### config.mk
export PLATFORM = sky130hd
export DESIGN_NAME = uart_rx_fifo
export DESIGN_NICKNAME = d
export VERILOG_FILES = /design/src/rtl/uart_rx_fifo.sv
export SDC_FILE = /design/constraint.sdc
export NUM_CORES = 1
export LEC_CHECK = 0
export CAP_MARGIN = 10
export CORE_MARGIN = 4
export CORE_UTILIZATION = 37
export DETAILED_ROUTE_END_ITERATION = 10
export GPL_ROUTABILITY_DRIVEN = 0
export PLACE_DENSITY = 0.57
export SLEW_MARGIN = 30
export SYNTH_ARGS = -nofsm -noshare
export SYNTH_HDL_FRONTEND = slang
export SYNTH_SLANG_ARGS = --single-unit
### constraint.sdc
create_clock -name clk -period 5.8 [get_ports clk]
set_input_delay 0.58 -clock clk [delete_from_list [all_inputs] [get_ports clk]]
set_output_delay 0.58 -clock clk [all_outputs]
set_load 0.005 [all_outputs]
### src/rtl/uart_rx_fifo.sv
// UART receiver with 2-of-3 majority bit sampling, parity/stop checking, break
// detection and a small receive FIFO holding {frame_err, parity_err, data}.
module uart_rx_fifo #(
  parameter int unsigned CLK_FRE    = 50_000_000,
  parameter int unsigned BAUD_RATE  = 115200,
  parameter int unsigned DATA_BITS  = 8,
  parameter int unsigned PARITY     = 0,
  parameter int unsigned STOP_BITS  = 1,
  parameter int unsigned FIFO_DEPTH = 4
) (
  input  logic                 clk,
  input  logic                 rst,
  input  logic                 uart_rx,
  output logic [DATA_BITS-1:0] rx_data,
  output logic                 rx_parity_err,
  output logic                 rx_frame_err,
  output logic                 rx_valid,
  input  logic                 rx_ready,
  output logic                 rx_busy,
  output logic                 overrun,
  output logic                 break_det
);

  localparam int unsigned BPS  = CLK_FRE / BAUD_RATE;
  localparam int unsigned HALF = BPS / 2;
  localparam int unsigned CW   = $clog2(BPS);
  localparam int unsigned BW   = $clog2(DATA_BITS);
  localparam int unsigned AW   = $clog2(FIFO_DEPTH);
  localparam int unsigned EW   = DATA_BITS + 2;

  typedef enum logic [2:0] {StIdle, StStart, StData, StPar, StStop} state_e;

  state_e                 state_q, state_d;
  logic                   rx_s1_q, rx_s2_q, rx_prev_q;
  logic                   armed_q, armed_d;
  logic [CW-1:0]          cnt_q, cnt_d;
  logic [BW-1:0]          bit_q, bit_d;
  logic                   stop_q, stop_d;
  logic [1:0]             samp_q, samp_d;
  logic [DATA_BITS-1:0]   data_q, data_d;
  logic                   perr_q, perr_d, ferr_q, ferr_d, pbit_q, pbit_d;
  logic                   overrun_q, break_q;
  logic                   commit, brk, maj, at_dec, at_end;
  logic [AW:0]            wr_ptr_q, rd_ptr_q;
  logic [EW-1:0]          mem_q [FIFO_DEPTH];
  logic [EW-1:0]          head;
  logic                   full, pop, push;

  assign at_dec = (cnt_q == CW'(HALF + 1));
  assign at_end = (cnt_q == CW'(BPS - 1));
  assign maj    = (samp_q[0] & samp_q[1]) | (samp_q[0] & rx_s2_q) | (samp_q[1] & rx_s2_q);

  always_comb begin
    state_d = state_q;
    armed_d = armed_q;
    cnt_d   = (state_q == StIdle || at_end) ? '0 : cnt_q + CW'(1);
    bit_d   = bit_q;
    stop_d  = stop_q;
    samp_d  = samp_q;
    data_d  = data_q;
    perr_d  = perr_q;
    ferr_d  = ferr_q;
    pbit_d  = pbit_q;
    commit  = 1'b0;
    brk     = 1'b0;
    if (cnt_q == CW'(HALF - 1)) samp_d[0] = rx_s2_q;
    if (cnt_q == CW'(HALF))     samp_d[1] = rx_s2_q;
    unique case (state_q)
      StIdle: begin
        if (rx_s2_q) armed_d = 1'b1;
        // armed_q blocks starts until the line has been seen high after reset or a break
        if (armed_q && rx_prev_q && !rx_s2_q) begin
          state_d = StStart;
          cnt_d   = '0;
          bit_d   = '0;
          stop_d  = 1'b0;
          data_d  = '0;
          perr_d  = 1'b0;
          ferr_d  = 1'b0;
          pbit_d  = 1'b0;
        end
      end
      StStart: begin
        if (at_dec && maj) state_d = StIdle;
        else if (at_end)   state_d = StData;
      end
      StData: begin
        if (at_dec) data_d = {maj, data_q[DATA_BITS-1:1]};
        if (at_end) begin
          if (bit_q == BW'(DATA_BITS - 1)) state_d = (PARITY != 0) ? StPar : StStop;
          else                             bit_d   = bit_q + BW'(1);
        end
      end
      StPar: begin
        if (at_dec) begin
          pbit_d = maj;
          perr_d = (PARITY == 1) ? ~(^data_q ^ maj) : (^data_q ^ maj);
        end
        if (at_end) state_d = StStop;
      end
      StStop: begin
        if (at_dec) begin
          if (!stop_q && !maj && data_q == '0 && !pbit_q) begin
            brk     = 1'b1;
            armed_d = 1'b0;
            state_d = StIdle;
          end else if (stop_q == 1'(STOP_BITS - 1)) begin
            commit  = 1'b1;
            state_d = StIdle;
          end else if (!maj) begin
            ferr_d = 1'b1;
          end
        end else if (at_end) begin
          stop_d = 1'b1;
        end
      end
      default: state_d = StIdle;
    endcase
  end

  always_ff @(posedge clk or posedge rst) begin
    if (rst) begin
      rx_s1_q   <= 1'b1;
      rx_s2_q   <= 1'b1;
      rx_prev_q <= 1'b1;
      armed_q   <= 1'b0;
      state_q   <= StIdle;
      cnt_q     <= '0;
      bit_q     <= '0;
      stop_q    <= 1'b0;
      samp_q    <= '0;
      data_q    <= '0;
      perr_q    <= 1'b0;
      ferr_q    <= 1'b0;
      pbit_q    <= 1'b0;
      overrun_q <= 1'b0;
      break_q   <= 1'b0;
      wr_ptr_q  <= '0;
      rd_ptr_q  <= '0;
    end else begin
      rx_s1_q   <= uart_rx;
      rx_s2_q   <= rx_s1_q;
      rx_prev_q <= rx_s2_q;
      armed_q   <= armed_d;
      state_q   <= state_d;
      cnt_q     <= cnt_d;
      bit_q     <= bit_d;
      stop_q    <= stop_d;
      samp_q    <= samp_d;
      data_q    <= data_d;
      perr_q    <= perr_d;
      ferr_q    <= ferr_d;
      pbit_q    <= pbit_d;
      overrun_q <= commit && full && !pop;
      break_q   <= brk;
      if (push) wr_ptr_q <= wr_ptr_q + (AW + 1)'(1);
      if (pop)  rd_ptr_q <= rd_ptr_q + (AW + 1)'(1);
    end
  end

  // Storage is not reset; outputs are gated by rx_valid so stale contents never show.
  always_ff @(posedge clk) begin
    if (push) mem_q[wr_ptr_q[AW-1:0]] <= {ferr_q | ~maj, perr_q, data_q};
  end

  assign full  = (wr_ptr_q[AW] != rd_ptr_q[AW]) && (wr_ptr_q[AW-1:0] == rd_ptr_q[AW-1:0]);
  assign pop   = rx_valid && rx_ready;
  assign push  = commit && (!full || pop);
  assign head  = mem_q[rd_ptr_q[AW-1:0]];

  assign rx_valid      = (wr_ptr_q != rd_ptr_q);
  assign rx_data       = rx_valid ? head[DATA_BITS-1:0] : '0;
  assign rx_parity_err = rx_valid & head[DATA_BITS];
  assign rx_frame_err  = rx_valid & head[DATA_BITS+1];
  assign rx_busy       = (state_q != StIdle);
  assign overrun       = overrun_q;
  assign break_det     = break_q;

endmodule

==> metrics.cfg, run 1 <==
[detailed_routing]
dr_total_vias = 2134
drt.antenna.violating_nets = 0
wirelength_mm = 6.595
via_per_inst = 4.928
first_pass_iters = 4
wire_per_inst_um = 15.23
drt_iter0_drc = 67
drc = 0

[sta]
setup_tns_ps = 0
hold_viol = 0
setup_viol = 0
finalCriticalPeriod_ps = 3114
slew_viol_final = 0
min_period_over_period = 0.5369
rsz0062_at_grt = false
fin_skew_ps = 10.71
fin_hold_ws_ps = 358.8
tightest_slew_ps = 776.4
fmax_mhz = 321.1
relSlewSlack = 0.4824

[pwr]
power.density_nw_per_um2 = 311.7
total_power_mw = 1.329
peakVddDrop_mv = 0.1832
p_leak_nw = 1.692

[worst_setup_path]
crit_path_end_kind = primary output
worstPathRequired_ps = 5220
critPathMaxFanout = 13
crit_type = flop to primary output
start_kind = flop
reg2reg_depth = 4
arrival_ps = 2530

[synthesis]
synthTopCellsByCount = edfxtp_1, dfrtp_1, nand2_1, inv_1, nor2_1
yosys-top-cells-area = edfxtp_1, dfrtp_1, mux4_2
syn_nets = 291
async_reset_ff_frac = 0.5062
synth.most_common_cell = edfxtp_1
synth_top_cell_area_share = 0.3224
synth_top_area_cell = edfxtp_1
synth_top_flop_cell = edfxtp_1
synth_edf_count = 40
postSynthCellCount = 272
ys_ff_latch = 81
synth_area_um2 = 3726
ys_seq_area_frac = 0.5987
syn_avg_cell_area_um2 = 13.70
ys_warn_count = 0
yosysUniqueCellTypes = 53

[clock_tree]
cts-resized-gates = 0
clock_latency_ps = 350
clkTransAtPathRegs_ps = 80
postCtsSetupRepairBufs = 0
cts.path.max_buffers = 2
cts_inserted_buffers = 9
cts_hold_buf = 0
cts.htree.levels = 3
cts_tree = yes
clock_sinks = 81
cts_root_buffer = clkbuf_8

[placed_design]
hpwl_mm = 4.475
io_buffers = 17

[min_path]
holdPathStages = 0
hold_class = flop to flop

[cells_and_area]
layout-drive-gt1-share = 0.1633
insertedDiodeCount = 0
nets = 314
synthToLayoutAreaGrowth_pct = 14.37

[die]
start_util = 0.3812
num_io_pins = 18
die_y_um = 108.4
fp.coreArea_um2 = 9774
die_area_um2 = 11740
placementRows = 36
chipWidth_um = 108.4

[outcome]
outcome = complete, no violations

[global_route]
grt_pass1_wl_mm = 11.18
grt_pass1_vias = 2246
grt_max_degree = 42
globalRouteOverflowTotal = 0
antenna_found_initial = 0
gr-usage-all-layers = 0.1250

[flow_run]
max-cap-violations = 0

## cell type report
class / count / area, µm²
clock buffer: 10 / 127.6
clock inverter: 6 / 91.34
fill: 913 / 5513
inverter: 19 / 71.32
multi-input combinational: 166 / 1396
sequential: 81 / 2231
tap: 133 / 166.4
timing repair buffer: 18 / 177.7
## cells by family after synthesis
group / count (synthesis) / synth area share
AND/OR/NAND/NOR: 87 / 0.1323
adder cells (fa/ha/maj): 16 / 0.05339
flip-flops: 81 / 0.5987
multiplexers: 28 / 0.1115
AO/OA/AOI/OAI: 17 / 0.03526
buffers and inverters: 25 / 0.02653
XOR/XNOR: 18 / 0.04231
## worst paths after layout
kind,slack [ps],end,startpoint
max,2690,rx_data[6],rd_ptr_q[0]
min,360,rx_s2_q,rx_s1_q
max reg2reg,3600,mem_q[3][2],state_q[2]
min reg2reg,360,rx_s2_q,rx_s1_q
max in group asynchronous,4740,data_q[5],rst
min in group asynchronous,670,bit_q[2],rst
## per-layer routing
metal / vias up / global-route usage / wire length [µm]
met5: - / 0 / 0
met2: 27 / 0.2211 / 3556
met4: 0 / 0.03517 / 62
li1: 1021 / - / -
met1: 1078 / 0.1455 / 2756
met3: 8 / 0.04060 / 220
## critical path: stages (launching register included)
cell,delay (ps)
dfrtp_1,850
xnor2_1,220
nand3b_1,380
and2_1,290
clkdlybuf4s50_1,440
## registers in the layout, summed over array words and instances (netlist names)
signal     cells
bit_q          3
ferr_q         1
perr_q         1
rx_prev_q      1
cnt_q          9
pbit_q         1
state_q        3
break_det      1
samp_q         2
mem_q         40
overrun        1
wr_ptr_q       3
rx_s1_q        1
armed_q        1
stop_q         1
data_q         8
rd_ptr_q       3
rx_s2_q        1
## cells in the final DEF (no fill, tap or decap), drive strengths merged, types with 4 or more instances in the layout
master         netlist  layout
inv                 19      19
and3                 4       4
edfxtp              40      40
clkbuf               4      10
nand4                4       4
o21ai                4       4
dfrtp               38      38
mux2i               13      13
and2                14      14
clkdlybuf4s50        0      17
xnor2               15      15
nor2                17      17
nand3                4       4
nand2               22      22
mux4                10      10
mux2                 5       5
ha                  15      15
## through the flow
stage,util,setup slack [ps],cells,cell area [µm²]
floorplan,-,3837,272,3726
global placement,0.4136,3073,417,4043
detailed placement,0.4136,2983,417,4043
CTS,0.4360,2587,433,4262
global route,0.4360,2439,433,4262
finish,0.4360,2686,433,4262
## report_power, final
group,switching [mW],internal [mW]
combinational,0.0715,0.0994
sequential,0.0797,0.630
clock,0.204,0.244
total,0.356,0.973
Power figures use the tool's default switching activity.
==> run 2: changes to the inputs <==
--- a/config.mk
+++ b/config.mk
@@ -10,7 +10,7 @@
 export CORE_UTILIZATION = 37
 export DETAILED_ROUTE_END_ITERATION = 10
 export GPL_ROUTABILITY_DRIVEN = 0
-export PLACE_DENSITY = 0.57
+export PLACE_DENSITY = 0.59
 export SLEW_MARGIN = 30
 export SYNTH_ARGS = -nofsm -noshare
 export SYNTH_HDL_FRONTEND = slang
==> constraint.sdc (replaced) <==
create_clock -name clk -period 2.69 [get_ports clk]
set_input_delay 0.269 -clock clk [delete_from_list [all_inputs] [get_ports clk]]
set_output_delay 0.269 -clock clk [all_outputs]
set_load 0.005 [all_outputs]
==> metrics.cfg, run 2 (synthesis results as in run 1) <==
[sta]
rsz0062_at_grt = false
min_period_over_period = 0.8788
fmax_mhz = 423.0
setup_tns_ps = 0
relSlewSlack = 0.5872
fin_hold_ws_ps = 273.0
slew_viol_final = 0
fin_skew_ps = 12.22
setup_viol = 0
tightest_slew_ps = 612.7
finalCriticalPeriod_ps = 2364
hold_viol = 0

[cells_and_area]
nets = 318
layout_commonest_cell = edfxtp_1
layout-drive-gt1-share = 0.1776
multiInputGateArea_um2 = 1396
fin_cells = 437
fin_area_um2 = 4273
final_cell_mix = edfxtp_1, dfrtp_1, nand2_1, inv_1
largest_reg_flops = 40
insertedDiodeCount = 0
nFillCells = 890
seqCellArea_um2 = 2231
synthToLayoutAreaGrowth_pct = 14.67

[worst_setup_path]
crit_slowest_cell = mux4_2
critPathMaxFanout = 13
crit_path_end = rx_data[6]
path_depth = 4
worstPathCellList = buf_4 -> mux4_2 -> and2_1 -> clkdlybuf4s50_1
path_buf_inv = 2
path_delay_family = buffers and inverters
crit_path_start = rd_ptr_q[0]
crit_type = flop to primary output
start_kind = flop
rr_endpoint = mem_q[2][3]
arrival_ps = 2100
reg2reg_depth = 4
worstReg2RegStart = state_q[2]
r2r_slack_ps = 600
cpPeakStageDelay_ps = 540
crit_path_end_kind = primary output
worstPathRequired_ps = 2420

[placed_design]
io_buffers = 17
place_area_um2 = 4065
hpwl_mm = 4.445
place_inst = 420

[detailed_routing]
dr_total_vias = 2090
drc = 0
drt_iter0_drc = 66
first_pass_iters = 4
via_per_inst = 4.783
drt.antenna.violating_nets = 0
wire_per_inst_um = 14.52
wirelength_mm = 6.345

[clock_tree]
clock_latency_ps = 350
cts_inserted_buffers = 9
cts_tree = yes
cts.path.max_buffers = 2
clkTransAtPathRegs_ps = 90
cts.htree.levels = 3
cts_root_buffer = clkbuf_8
cts-resized-gates = 0
clock_sinks = 81

[pwr]
p_leak_nw = 1.712
peakVddDrop_mv = 0.3702
power.density_nw_per_um2 = 660.0

[outcome]
outcome = complete, no violations

[min_path]
hold_class = input port to asynchronous set/reset pin

[global_route]
antenna_found_initial = 0
grt_max_degree = 24
globalRouteOverflowTotal = 0
grt_pass1_wl_mm = 10.81
gr-usage-all-layers = 0.1203
grt_pass1_vias = 2195

[die]
chipWidth_um = 108.4
num_io_pins = 18
placementRows = 36
start_util = 0.3812
die_area_um2 = 11740
fp.coreArea_um2 = 9774
die_y_um = 108.4

[flow_run]
max-cap-violations = 0

run 2: cell types whose count changed in the layout (fill, tap and decap cells not counted), sizes merged:
cell and change:
buf +4, bufinv -1, clkbuf -1, clkinv +2, clkinvlp -2, inv +2
run 2: repair_timing:
item	4_1_cts	5_1_grt
endpoints found under the setup margin	0	10
endpoints found under the hold margin	0	0
hold buffers	0	0
buffers inserted	0	1
run 2: routing by layer:
layer / GRT usage / up-vias / routed length, µm
met5: 0 / - / 0
met4: 0.04779 / 0 / 113
met3: 0.03045 / 11 / 209
met2: 0.2052 / 31 / 3163
met1: 0.1463 / 1015 / 2859
li1: - / 1033 / -
run 2: area by class of cell:
| cell class | count | area share |
|---|---|---|
| sequential | 81 | 0.5221 |
| multi-input combinational | 166 | 0.3268 |
| timing repair buffer | 22 | 0.04861 |
| tap | 133 | 0.03895 |
| clock buffer | 9 | 0.02899 |
| clock inverter | 7 | 0.01786 |
| inverter | 19 | 0.01669 |
run 2: worst min path at each step:
stage	startpoint	cells past startpoint	slack, ps	to
floorplan	uart_rx	0	270	rx_s1_q
global placement	rx_s1_q	0	350	rx_s2_q
detailed placement	rx_s1_q	0	350	rx_s2_q
CTS	uart_rx	1	300	rx_s1_q
global route	uart_rx	1	300	rx_s1_q
finish	rst	2	270	rd_ptr_q[0]
run 2: through the flow:
stage	setup slack, ps	power [mW]	utilization
detailed placement	493.2	1.959	0.4159
global placement	584.7	1.949	0.4159
floorplan	758.8	1.812	-
CTS	84.42	2.857	0.4364
finish	325.9	2.820	0.4371
global route	215.3	2.979	0.4371
run 2: worst reg2reg max path, stage by stage (launching register included):
cell	delay, ps
dfrtp_1	520
nor3b_1	360
and4b_1	320
and3_4	240
and2_2	320
run 2: report_power, final:
group	internal (mW)	leakage (nW)	switching [mW]	total, mW
combinational	0.242	0.638	0.246	0.488
sequential	1.36	0.976	0.0818	1.44
clock	0.435	0.0979	0.456	0.891
==> run 3: changes to the inputs <==
--- a/config.mk
+++ b/config.mk
@@ -9,7 +9,7 @@
 export CORE_MARGIN = 4
 export CORE_UTILIZATION = 37
 export DETAILED_ROUTE_END_ITERATION = 10
-export GPL_ROUTABILITY_DRIVEN = 0
+export GPL_TIMING_DRIVEN = 0
 export PLACE_DENSITY = 0.59
 export SLEW_MARGIN = 30
 export SYNTH_ARGS = -nofsm -noshare
==> metrics.cfg, run 3 (synthesis results as in run 1) <==
[clock_tree]
cts.path.max_buffers = 2
cts_root_buffer = clkbuf_8
clock_sinks = 81
cts.htree.levels = 3
clkTransAtPathRegs_ps = 90
cts_tree = yes
clock_latency_ps = 360
postCtsSetupRepairBufs = 0
cts_inserted_buffers = 9

[detailed_routing]
dr_total_vias = 2157
drc = 0
wire_per_inst_um = 14.72
drt.antenna.violating_nets = 0
wirelength_mm = 6.462
via_per_inst = 4.913
first_pass_iters = 4
drt_iter0_drc = 67

[die]
die_y_um = 108.4
start_util = 0.3812
chipWidth_um = 108.4
num_io_pins = 18
placementRows = 36
fp.coreArea_um2 = 9774
die_area_um2 = 11740

[worst_setup_path]
critPathMaxFanout = 10
worstPathCellList = clkbuf_4 -> mux4_2 -> and2_1 -> clkdlybuf4s50_1
arrival_ps = 2230
start_kind = flop
crit_type = flop to primary output
path_buf_inv = 2
crit_slowest_cell = mux4_2
crit_path_end_kind = primary output
r2r_slack_ps = 570
worstPathRequired_ps = 2420
path_delay_family = buffers and inverters
cpPeakStageDelay_ps = 530

[placed_design]
hpwl_mm = 4.519
place_congestion = 0.7903
io_buffers = 17
place_area_um2 = 4083
place_ws_ps = 437.8

[sta]
fin_skew_ps = 14.50
tightest_slew_ps = 650.5
setup_viol = 0
fmax_mhz = 400.4
min_period_over_period = 0.9284
relSlewSlack = 0.5618
fin_ws_ps = 192.5
slew_viol_final = 0
hold_viol = 0
finalCriticalPeriod_ps = 2497
rsz0062_at_grt = false
setup_tns_ps = 0

[cells_and_area]
final_cell_mix = edfxtp_1, dfrtp_1, nand2_1, inv_1
multiInputGateArea_um2 = 1396
nets = 320
insertedDiodeCount = 0
fin_area_um2 = 4317
synthToLayoutAreaGrowth_pct = 15.85
largest_reg_flops = 40
layout_commonest_cell = edfxtp_1
seqCellArea_um2 = 2231
layout-drive-gt1-share = 0.1765
nFillCells = 892

[global_route]
globalRouteOverflowTotal = 0
gr-usage-all-layers = 0.1225
antenna_found_initial = 0
grt_max_degree = 30
grt_pass1_wl_mm = 11.02
grt_pass1_vias = 2281

[pwr]
power.density_nw_per_um2 = 683.1
p_leak_nw = 1.733
peakVddDrop_mv = 0.4042

[outcome]
outcome = complete, no violations

[flow_run]
max-cap-violations = 0

[min_path]
hold_class = input port to asynchronous set/reset pin

## run 3: cell count changes in the layout (fill, tap and decap cells not counted)
cell	previous run	this run
clkbuf_1	0	3
clkinv_4	2	0
clkinv_1	1	0
buf_12	0	1
clkbuf_4	0	1
clkinvlp_4	1	0
clkbuf_2	0	1
inv_8	0	1
buf_4	5	1
inv_6	2	4
bufinv_16	1	2
## run 3: per-layer routing
layer,share of wire,vias to the layer above,wire length (µm),track usage
met5,0,-,0,0
met3,0.031,6,203,0.03642
li1,-,1029,-,-
met1,0.45,1095,2880,0.1449
met2,0.52,27,3330,0.2189
met4,0.0073,0,47,0.02976
## run 3: path summary, 6_finish.rpt
path	from	depth (start not counted)	to
min in group clk	uart_rx	1	rx_s1_q
max reg2reg	cnt_q[0]	6	mem_q[2][9]
min reg2reg	rx_s1_q	0	rx_s2_q
max	rd_ptr_q[0]	4	rx_data[7]
min	rst	2	rd_ptr_q[1]
max in group asynchronous	rst	3	rx_prev_q
## run 3: final cells by class
type                       count  share of cell area
sequential                    81              0.5168
multi-input combinational    166              0.3235
timing repair buffer          18             0.04406
tap                          133             0.03855
clock buffer                   9             0.02870
clock inverter                 7             0.02464
inverter                      19             0.01652
buffer                         6            0.007246
## run 3: timing repair
item,CTS,global route
resized for setup,0,3
endpoints found under the setup margin,0,8
hold buffers,0,0
## run 3: through the flow
stage / instances / power, mW / hold slack, ps / utilization
after floorplan: 272 / 1.812 / 273.5 / -
after global placement: 422 / 1.946 / 346.9 / 0.4156
after detailed placement: 423 / 1.966 / 351.6 / 0.4177
after CTS: 439 / 2.998 / 190.1 / 0.4412
after global routing: 439 / 3.116 / 217.5 / 0.4416
final: 439 / 2.948 / 187.2 / 0.4416
## run 3: power by group
| part | switching, mW | total [mW] | internal (mW) |
|---|---|---|---|
| logic | 0.248 | 0.483 | 0.235 |
| registers | 0.0829 | 1.44 | 1.36 |
| clock network | 0.481 | 1.02 | 0.542 |
